--- src/rtl/codec_spi_frame_pkg.sv ---
// Shared definitions for the codec SPI frame engine: sample width, FSM states
// and a small sizing helper.
package codec_spi_frame_pkg;

    localparam int SAMPLE_W = 16;

    typedef enum logic [1:0] {
        ST_IDLE  = 2'd0,
        ST_SETUP = 2'd1,
        ST_SHIFT = 2'd2,
        ST_HOLD  = 2'd3
    } state_e;

    function automatic int max3(input int a, input int b, input int c);
        int m;
        m = (a > b) ? a : b;
        return (m > c) ? m : c;
    endfunction

endpackage

--- src/rtl/codec_spi_frame_sclk_gen.sv ---
// SCLK half-period divider. Rise/fall strobes flag the clk edge at which the
// registered sclk toggles; the count restarts whenever en is low.
module codec_spi_frame_sclk_gen #(
    parameter int HALF_DIV = 4
) (
    input  logic clk,
    input  logic rst,
    input  logic en,
    output logic sclk,
    output logic rise,
    output logic fall
);

    localparam int CW = $clog2(HALF_DIV + 1);
    localparam logic [CW-1:0] CNT_LAST = CW'(HALF_DIV - 1);

    logic [CW-1:0] cnt_q;
    logic          sclk_q;
    logic          tick_s;

    assign tick_s = en && (cnt_q == CNT_LAST);
    assign rise   = tick_s && !sclk_q;
    assign fall   = tick_s && sclk_q;
    assign sclk   = sclk_q;

    // Divider count and sclk level; idle low outside the shift window.
    always_ff @(posedge clk or posedge rst) begin
        if (rst) begin
            cnt_q  <= '0;
            sclk_q <= 1'b0;
        end else if (!en) begin
            cnt_q  <= '0;
            sclk_q <= 1'b0;
        end else if (tick_s) begin
            cnt_q  <= '0;
            sclk_q <= ~sclk_q;
        end else begin
            cnt_q  <= cnt_q + CW'(1);
        end
    end

endmodule

--- src/rtl/codec_spi_frame.sv ---
// One full-duplex mode-0 SPI frame per rising edge of adc_clock: sends dac
// MSB first on mosi, captures miso into adc at frame completion.
module codec_spi_frame
    import codec_spi_frame_pkg::*;
#(
    parameter int DATA_W   = SAMPLE_W,
    parameter int HALF_DIV = 4,
    parameter int CS_SETUP = 2,
    parameter int CS_HOLD  = 2
) (
    input  logic              clk,
    input  logic              rst,
    input  logic              adc_clock,
    input  logic [DATA_W-1:0] dac,
    input  logic              miso,
    output logic              mosi,
    output logic              sclk,
    output logic              cs,
    output logic [DATA_W-1:0] adc,
    output logic              adc_valid,
    output logic              busy,
    output logic              overrun
);

    localparam int CNT_W = $clog2(max3(HALF_DIV, CS_SETUP, CS_HOLD) + 1);
    localparam int BIT_W = $clog2(DATA_W + 1);
    localparam logic [CNT_W-1:0] SETUP_LAST = CNT_W'(CS_SETUP - 1);
    localparam logic [CNT_W-1:0] HOLD_LAST  = CNT_W'(CS_HOLD - 1);
    localparam logic [BIT_W-1:0] BIT_LAST   = BIT_W'(DATA_W - 1);

    state_e            state_q;
    logic              req_q;
    logic [CNT_W-1:0]  cnt_q;
    logic [BIT_W-1:0]  bit_q;
    logic [DATA_W-1:0] tx_q;
    logic [DATA_W-1:0] rx_q;
    logic [DATA_W-1:0] adc_q;
    logic              cs_q;
    logic              mosi_q;
    logic              valid_q;
    logic              busy_q;
    logic              ovr_q;
    logic              start_s;
    logic              rise_s;
    logic              fall_s;

    assign start_s = adc_clock & ~req_q;

    codec_spi_frame_sclk_gen #(.HALF_DIV(HALF_DIV)) u_sclk_gen (
        .clk  (clk),
        .rst  (rst),
        .en   (state_q == ST_SHIFT),
        .sclk (sclk),
        .rise (rise_s),
        .fall (fall_s)
    );

    // Frame sequencer; tx_q holds only the bits not yet placed on mosi.
    always_ff @(posedge clk or posedge rst) begin
        if (rst) begin
            state_q <= ST_IDLE;
            req_q   <= 1'b0;
            cnt_q   <= '0;
            bit_q   <= '0;
            tx_q    <= '0;
            rx_q    <= '0;
            adc_q   <= '0;
            cs_q    <= 1'b1;
            mosi_q  <= 1'b0;
            valid_q <= 1'b0;
            busy_q  <= 1'b0;
            ovr_q   <= 1'b0;
        end else begin
            req_q   <= adc_clock;
            valid_q <= 1'b0;
            ovr_q   <= start_s && (state_q != ST_IDLE);
            case (state_q)
                ST_IDLE: begin
                    if (start_s) begin
                        tx_q    <= {dac[DATA_W-2:0], 1'b0};
                        mosi_q  <= dac[DATA_W-1];
                        cs_q    <= 1'b0;
                        busy_q  <= 1'b1;
                        cnt_q   <= '0;
                        bit_q   <= '0;
                        state_q <= ST_SETUP;
                    end
                end
                ST_SETUP: begin
                    if (cnt_q == SETUP_LAST) begin
                        cnt_q   <= '0;
                        state_q <= ST_SHIFT;
                    end else begin
                        cnt_q   <= cnt_q + CNT_W'(1);
                    end
                end
                ST_SHIFT: begin
                    if (rise_s) begin
                        rx_q <= {rx_q[DATA_W-2:0], miso};
                    end
                    if (fall_s) begin
                        if (bit_q == BIT_LAST) begin
                            cnt_q   <= '0;
                            state_q <= ST_HOLD;
                        end else begin
                            mosi_q  <= tx_q[DATA_W-1];
                            tx_q    <= {tx_q[DATA_W-2:0], 1'b0};
                            bit_q   <= bit_q + BIT_W'(1);
                        end
                    end
                end
                ST_HOLD: begin
                    if (cnt_q == HOLD_LAST) begin
                        cs_q    <= 1'b1;
                        adc_q   <= rx_q;
                        valid_q <= 1'b1;
                        busy_q  <= 1'b0;
                        mosi_q  <= 1'b0;
                        state_q <= ST_IDLE;
                    end else begin
                        cnt_q   <= cnt_q + CNT_W'(1);
                    end
                end
                default: state_q <= ST_IDLE;
            endcase
        end
    end

    assign mosi      = mosi_q;
    assign cs        = cs_q;
    assign adc       = adc_q;
    assign adc_valid = valid_q;
    assign busy      = busy_q;
    assign overrun   = ovr_q;

endmodule

--- config.mk ---
export PLATFORM = sky130hd
export DESIGN_NAME = codec_spi_frame
export DESIGN_NICKNAME = d
export VERILOG_FILES = /design/src/rtl/codec_spi_frame_pkg.sv /design/src/rtl/codec_spi_frame_sclk_gen.sv /design/src/rtl/codec_spi_frame.sv
export SDC_FILE = /design/constraint.sdc
export NUM_CORES = 1
export LEC_CHECK = 0
export ABC_CLOCK_PERIOD_IN_PS = 3900
export CORE_MARGIN = 2
export CORE_UTILIZATION = 58
export DETAILED_ROUTE_END_ITERATION = 10
export PLACE_DENSITY = 0.86
export SLEW_MARGIN = 25
export SYNTH_ARGS = -nofsm -noshare
export SYNTH_HDL_FRONTEND = slang
export SYNTH_HIERARCHICAL = 1
export SYNTH_SLANG_ARGS = --single-unit
--- constraint.sdc ---
create_clock -name clk -period 3.9 [get_ports clk]
set_input_delay 0.39 -clock clk [delete_from_list [all_inputs] [get_ports clk]]
set_output_delay 0.39 -clock clk [all_outputs]
set_load 0.02 [all_outputs]
# == Yosys cells after proc, flatten, opt, wreduce, memory -nomap -nowiden ==
# Index checks and enable logic that the tools add are counted.
# classes
bitwise,3
eq_ne,14
reduce_logical,17
add_sub_neg,3
mux,36
# ops
op,count
16-bit two-way mux,3
16-bit one-hot mux with 2 select lines,1
3-bit two-way mux,7
2-bit inequality test (second input constant),8
5-bit two-way mux,3
3-bit one-hot mux with 4 select lines,1
1-bit two-way mux,11
2-bit two-way mux,5
5-bit one-hot mux with 2 select lines,1
5-bit AND reduction,2
2-bit one-hot mux with 4 select lines,1
4-bit AND reduction,2
3-bit by 1-bit adder with 3-bit output (second input constant),2
2-bit nonzero test,3
5-bit by 1-bit adder with 5-bit output (second input constant),1
5-bit by 4-bit == test with 1-bit output (second input constant),1
2-bit == test (second input constant),2
1-bit logical AND,4
1-bit one-hot mux with 2 select lines,2
2-bit AND reduction,2
3-bit by 1-bit == test with 1-bit output (second input constant),1
3-bit by 2-bit == test with 1-bit output (second input constant),1
1-bit one-hot mux with 3 select lines,1
3-bit AND reduction,1
6 further kinds,7
# totals
ff_bits,68

# == Logic depth before layout (Yosys ltp) ==
# logic_depth
depth_word,5
depth_mapped,9
mapped_depth_nobuf,7

# == Hierarchy ==
# The synthesis kept the hierarchy.
# by_module_without_submodules
mod,cells_each,area_each_um2,instances
codec_spi_frame,208,2792.7,1
codec_spi_frame_sclk_gen,16,182.7,1

# == Worst setup path before layout ==
# No wires, ideal clock.
# synth_path
path_kind,register to register
start,reg state_q[0]
end,reg tx_q[15]
t_required_ns,3.777
n_path_buf,2
synth_period_minus_slack_ns,2.079
arrival_ns,1.956
path_slack_ns,1.821
path_stages_with_launch,9
cell_sequence,dfrtp_1 > inv_1 > ha_1 > and3_2 > nand2b_1 > a211o_1 > buf_2 > buf_6 > o221a_2
# synth_via
elab_chain_cells,5
word_cells_on_any_way,10
classes_between,4 x eq/ne; 1 x mux; 5 x reduce/logical
# synth_lines
item,line_no,text
from (decl),codec_spi_frame.sv:31,state_e state_q;
from (signal assigned),codec_spi_frame.sv:61,state_q <= ST_IDLE;
from (signal assigned),codec_spi_frame.sv:86,state_q <= ST_SETUP;
from (signal assigned),codec_spi_frame.sv:92,state_q <= ST_SHIFT;
2-bit == test,codec_spi_frame.sv:52,".en (state_q == ST_SHIFT),"
1-bit logical AND,codec_spi_frame_sclk_gen.sv:21,assign tick_s = en && (cnt_q == CNT_LAST);
1-bit logical AND,codec_spi_frame_sclk_gen.sv:23,assign fall = tick_s && sclk_q;
named net fall_s,codec_spi_frame.sv:45,logic fall_s;
2-bit inequality test (no source line),n/a,
4-bit AND reduction (no source line),n/a,
to (signal assigned),codec_spi_frame.sv:80,"tx_q <= {dac[DATA_W-2:0], 1'b0};"
to (signal assigned),codec_spi_frame.sv:107,"tx_q <= {tx_q[DATA_W-2:0], 1'b0};"
to (decl),codec_spi_frame.sv:35,logic [DATA_W-1:0] tx_q;
# The timed path passes the listed nets, and every way through them passes these cells.
# A chain may end at the register's enable or synchronous reset.

# == Worst setup path in the final report ==
# layout_path
start,reg state_q[0]
end,reg tx_q[3]
# Same word-level chain as after synthesis.

==> impl_metrics.csv <==
group,metric,value,unit
sta,finalSetupViolCount,0,
clock_tree,cts.sinks,67,
yosys,synth_area,2975,µm²
drt,via_per_inst,5.510,
power,vdd_drop_max,0.2619,mV
die,die_area,5719,µm²
yosys,async_flop_share,1.000,
clock_tree,clockBufferDepth,2,
cells_and_area,drive_gt1_frac,0.2694,
sta,rsz0062_at_grt,"no",
cells_and_area,nFillCells,343,
cells_and_area,diodes,0,
sta,worstMarginPinSlew,0.8314,ns
cells_and_area,multi_input_area,1161,µm²
yosys,yosysUniqueCellTypes,46,
yosys,synth_cells,224,
yosys,synth_flop_cell,"dfrtp_1",
sta,slew_headroom,0.4433,
global_routing,grt_max_degree,39,
min_path,min_path_type,"in2async",
die,dieWidth,75.63,µm
die,fp.coreArea,5042,µm²
placed_design,dp_hpwl,3539,µm
global_routing,grt_pass1_vias,1840,
placed_design,pre_cts_ws,1.210,ns
global_routing,grt_first_pass_wirelength,8569,µm
clock_tree,numCtsBuffers,9,
clock_tree,clk_pin_slew_worst_paths,0.07,ns
yosys,synth.area.top_cells,"dfrtp_1, mux2_2, o221a_2",
clock_tree,holdBufCountCts,0,
worst_setup_path,startpoint_type,"register",
flow_run,max-cap-violations,0,
cells_and_area,syn_to_final_growth,21.95,%
sta,fmax,0.3639,GHz
sta,maxSlewViolCount,0,
sta,min_period_over_period,0.7046,
sta,tns,0,ns
yosys,ys_warn_count,6,
worst_setup_path,crit_arrival,3.02,ns
yosys,synth_common_cells,"dfrtp_1, mux2_2, nand2b_1, o221a_2, inv_1",
clock_tree,cts.htree.levels,3,
clock_tree,ctsResizeCount,0,
sta,finalHoldViolCount,0,
outcome,status,"finished clean",
yosys,synth_edf_count,0,
drt,first_pass_iters,4,
die,initial_core_util,0.5901,
worst_setup_path,cp-end-kind,"register",
sta,worst_hold_slack,0.2826,ns
worst_setup_path,path_cells,"inv_1, ha_1, and3_2, nand2b_1, a22oi_4, o21a_1, o221a_2",
drt,drc,0,
cells_and_area,seq_area,1678,µm²
clock_tree,cts_tree,"done",
global_routing,grt-ovfl-total,0,
drt,wl_per_cell,15.34,µm
power,power.total,1.406,mW
yosys,yosysSeqAreaShare,0.5639,
drt,vias,1879,
drt,drtAntennaViolNets,0,
die,rows,26,
yosys,synth_most_common_cell,"dfrtp_1",
sta,skew,0.01090,ns
power,p_leak,1.672,nW
yosys,synth.top_cell.area_share,0.5551,
worst_setup_path,crit_required,4.17,ns
drt,routed_wl,5231,µm
die,die_h,75.63,µm
worst_setup_path,criticalPathCategory,"reg2reg",
die,boundaryPins,42,
worst_setup_path,path_max_fanout,20,
placed_design,portBuffers,41,
placed_design,gp_congestion,0.7978,
clock_tree,cts_root_buffer,"clkbuf_8",
worst_setup_path,crit_slowest_cell,"ha_1",
global_routing,track_usage,0.2060,
power,powerDensity,387.5,nW/µm²
yosys,synth_nets,254,
yosys,ys_ff_latch,67,
placed_design,place_area,3393,µm²
cells_and_area,final_nets,296,
clock_tree,postCtsSetupBuffers,0,
sta,setup_ws,1.152,ns
worst_setup_path,slowest_delay,0.63,ns
drt,drt_iter0_markers,132,
yosys,syn-mean-instance-area,13.28,µm²
global_routing,antenna_found_initial,0,
yosys,yosysTopAreaCell,"dfrtp_1",
clock_tree,worstSkewPairLatency,0.34,ns
sta,min_period,2.748,ns
cells_and_area,final_area,3628,µm²
## cells by family after synthesis
logic type                 Yosys count  share of synthesized area
AOI/OAI and AO/OA                   38                     0.1156
and+or+nand+nor                     49                    0.09756
buffers and inverters               24                    0.04583
muxes                               36                     0.1350
adders and majority gates           10                    0.04205
DFF                                 67                     0.5639
## final timing paths
kind | endpoint | slack (ns) | start | cells past startpoint
setup / recovery | tx_q[3] | 1.15 | state_q[0] | 7
max in group asynchronous | bit_q[3] | 2.52 | rst | 3
min in group clk | u_sclk_gen/cnt_q[0] | 0.48 | u_sclk_gen/cnt_q[0] | 1
hold / removal | u_sclk_gen/cnt_q[1] | 0.28 | rst | 2
setup reg to reg | tx_q[3] | 1.15 | state_q[0] | 7
hold reg to reg | u_sclk_gen/cnt_q[0] | 0.48 | u_sclk_gen/cnt_q[0] | 1
## layout by cell type (no fill, tap or decap), types with 2 or more instances in the layout
cell type / instances
a21oi_1: 3
nand2b_1: 16
dfrtp_1: 66
o21ai_0: 2
clkinvlp_4: 2
o221a_2: 14
and3_1: 2
a31oi_1: 2
bufinv_16: 2
clkdlybuf4s50_1: 41
clkbuf_8: 11
nand4_1: 2
ha_1: 10
nand2_1: 7
o22ai_1: 2
a22oi_1: 2
mux2i_1: 3
inv_2: 2
a22o_1: 2
nor2_1: 8
nand3_1: 3
inv_1: 11
mux2_2: 33
nor3_1: 2
## stage by stage
| stage | cells | util |
|---|---|---|
| 6_report | 341 | 0.7196 |
| 5_1_grt | 341 | 0.7196 |
| 4_1_cts | 341 | 0.7196 |
| 3_5_place_dp | 325 | 0.6730 |
| 3_3_place_gp | 325 | 0.6730 |
| 2_1_floorplan | 224 | - |
## per-layer routing
layer	global-route usage	share of wire	wire length, µm
met1	0.2756	0.46	2425
met2	0.3130	0.49	2577
met3	0.04762	0.028	146
met4	0.1131	0.016	82
met5	0	0	0
## flip-flops by register name (all words and copies together), names as in the netlist
signal	flops
cnt_q	3
req_q	1
busy	1
state_q	2
adc_valid	1
u_sclk_gen/cnt_q	3
bit_q	5
u_sclk_gen/sclk	1
rx_q	16
adc	16
mosi	1
cs	1
overrun	1
tx_q	15
## where the power goes
part	internal, mW	total (mW)	switching (mW)
sequential	0.699	0.702	0.00300
clock	0.397	0.661	0.264
combinational	0.0239	0.0434	0.0194
total	1.12	1.41	0.286
## area by class of cell
cell class                 count  area share
sequential                    67      0.4624
multi-input combinational    133      0.3200
timing repair buffer          42      0.1152
clock buffer                  11     0.04172
tap                           70     0.02414
clock inverter                 5     0.02310
inverter                      13     0.01345
## critical path: cells and delay by family (launching register included)
kind | cells | cell delay (ns)
fa+ha+maj | 1 | 0.63
compound gates | 3 | 1.08
flops | 1 | 0.41
simple gates | 2 | 0.43
buf+inv | 1 | 0.13
No activity file was read; power rests on OpenSTA's default activity.
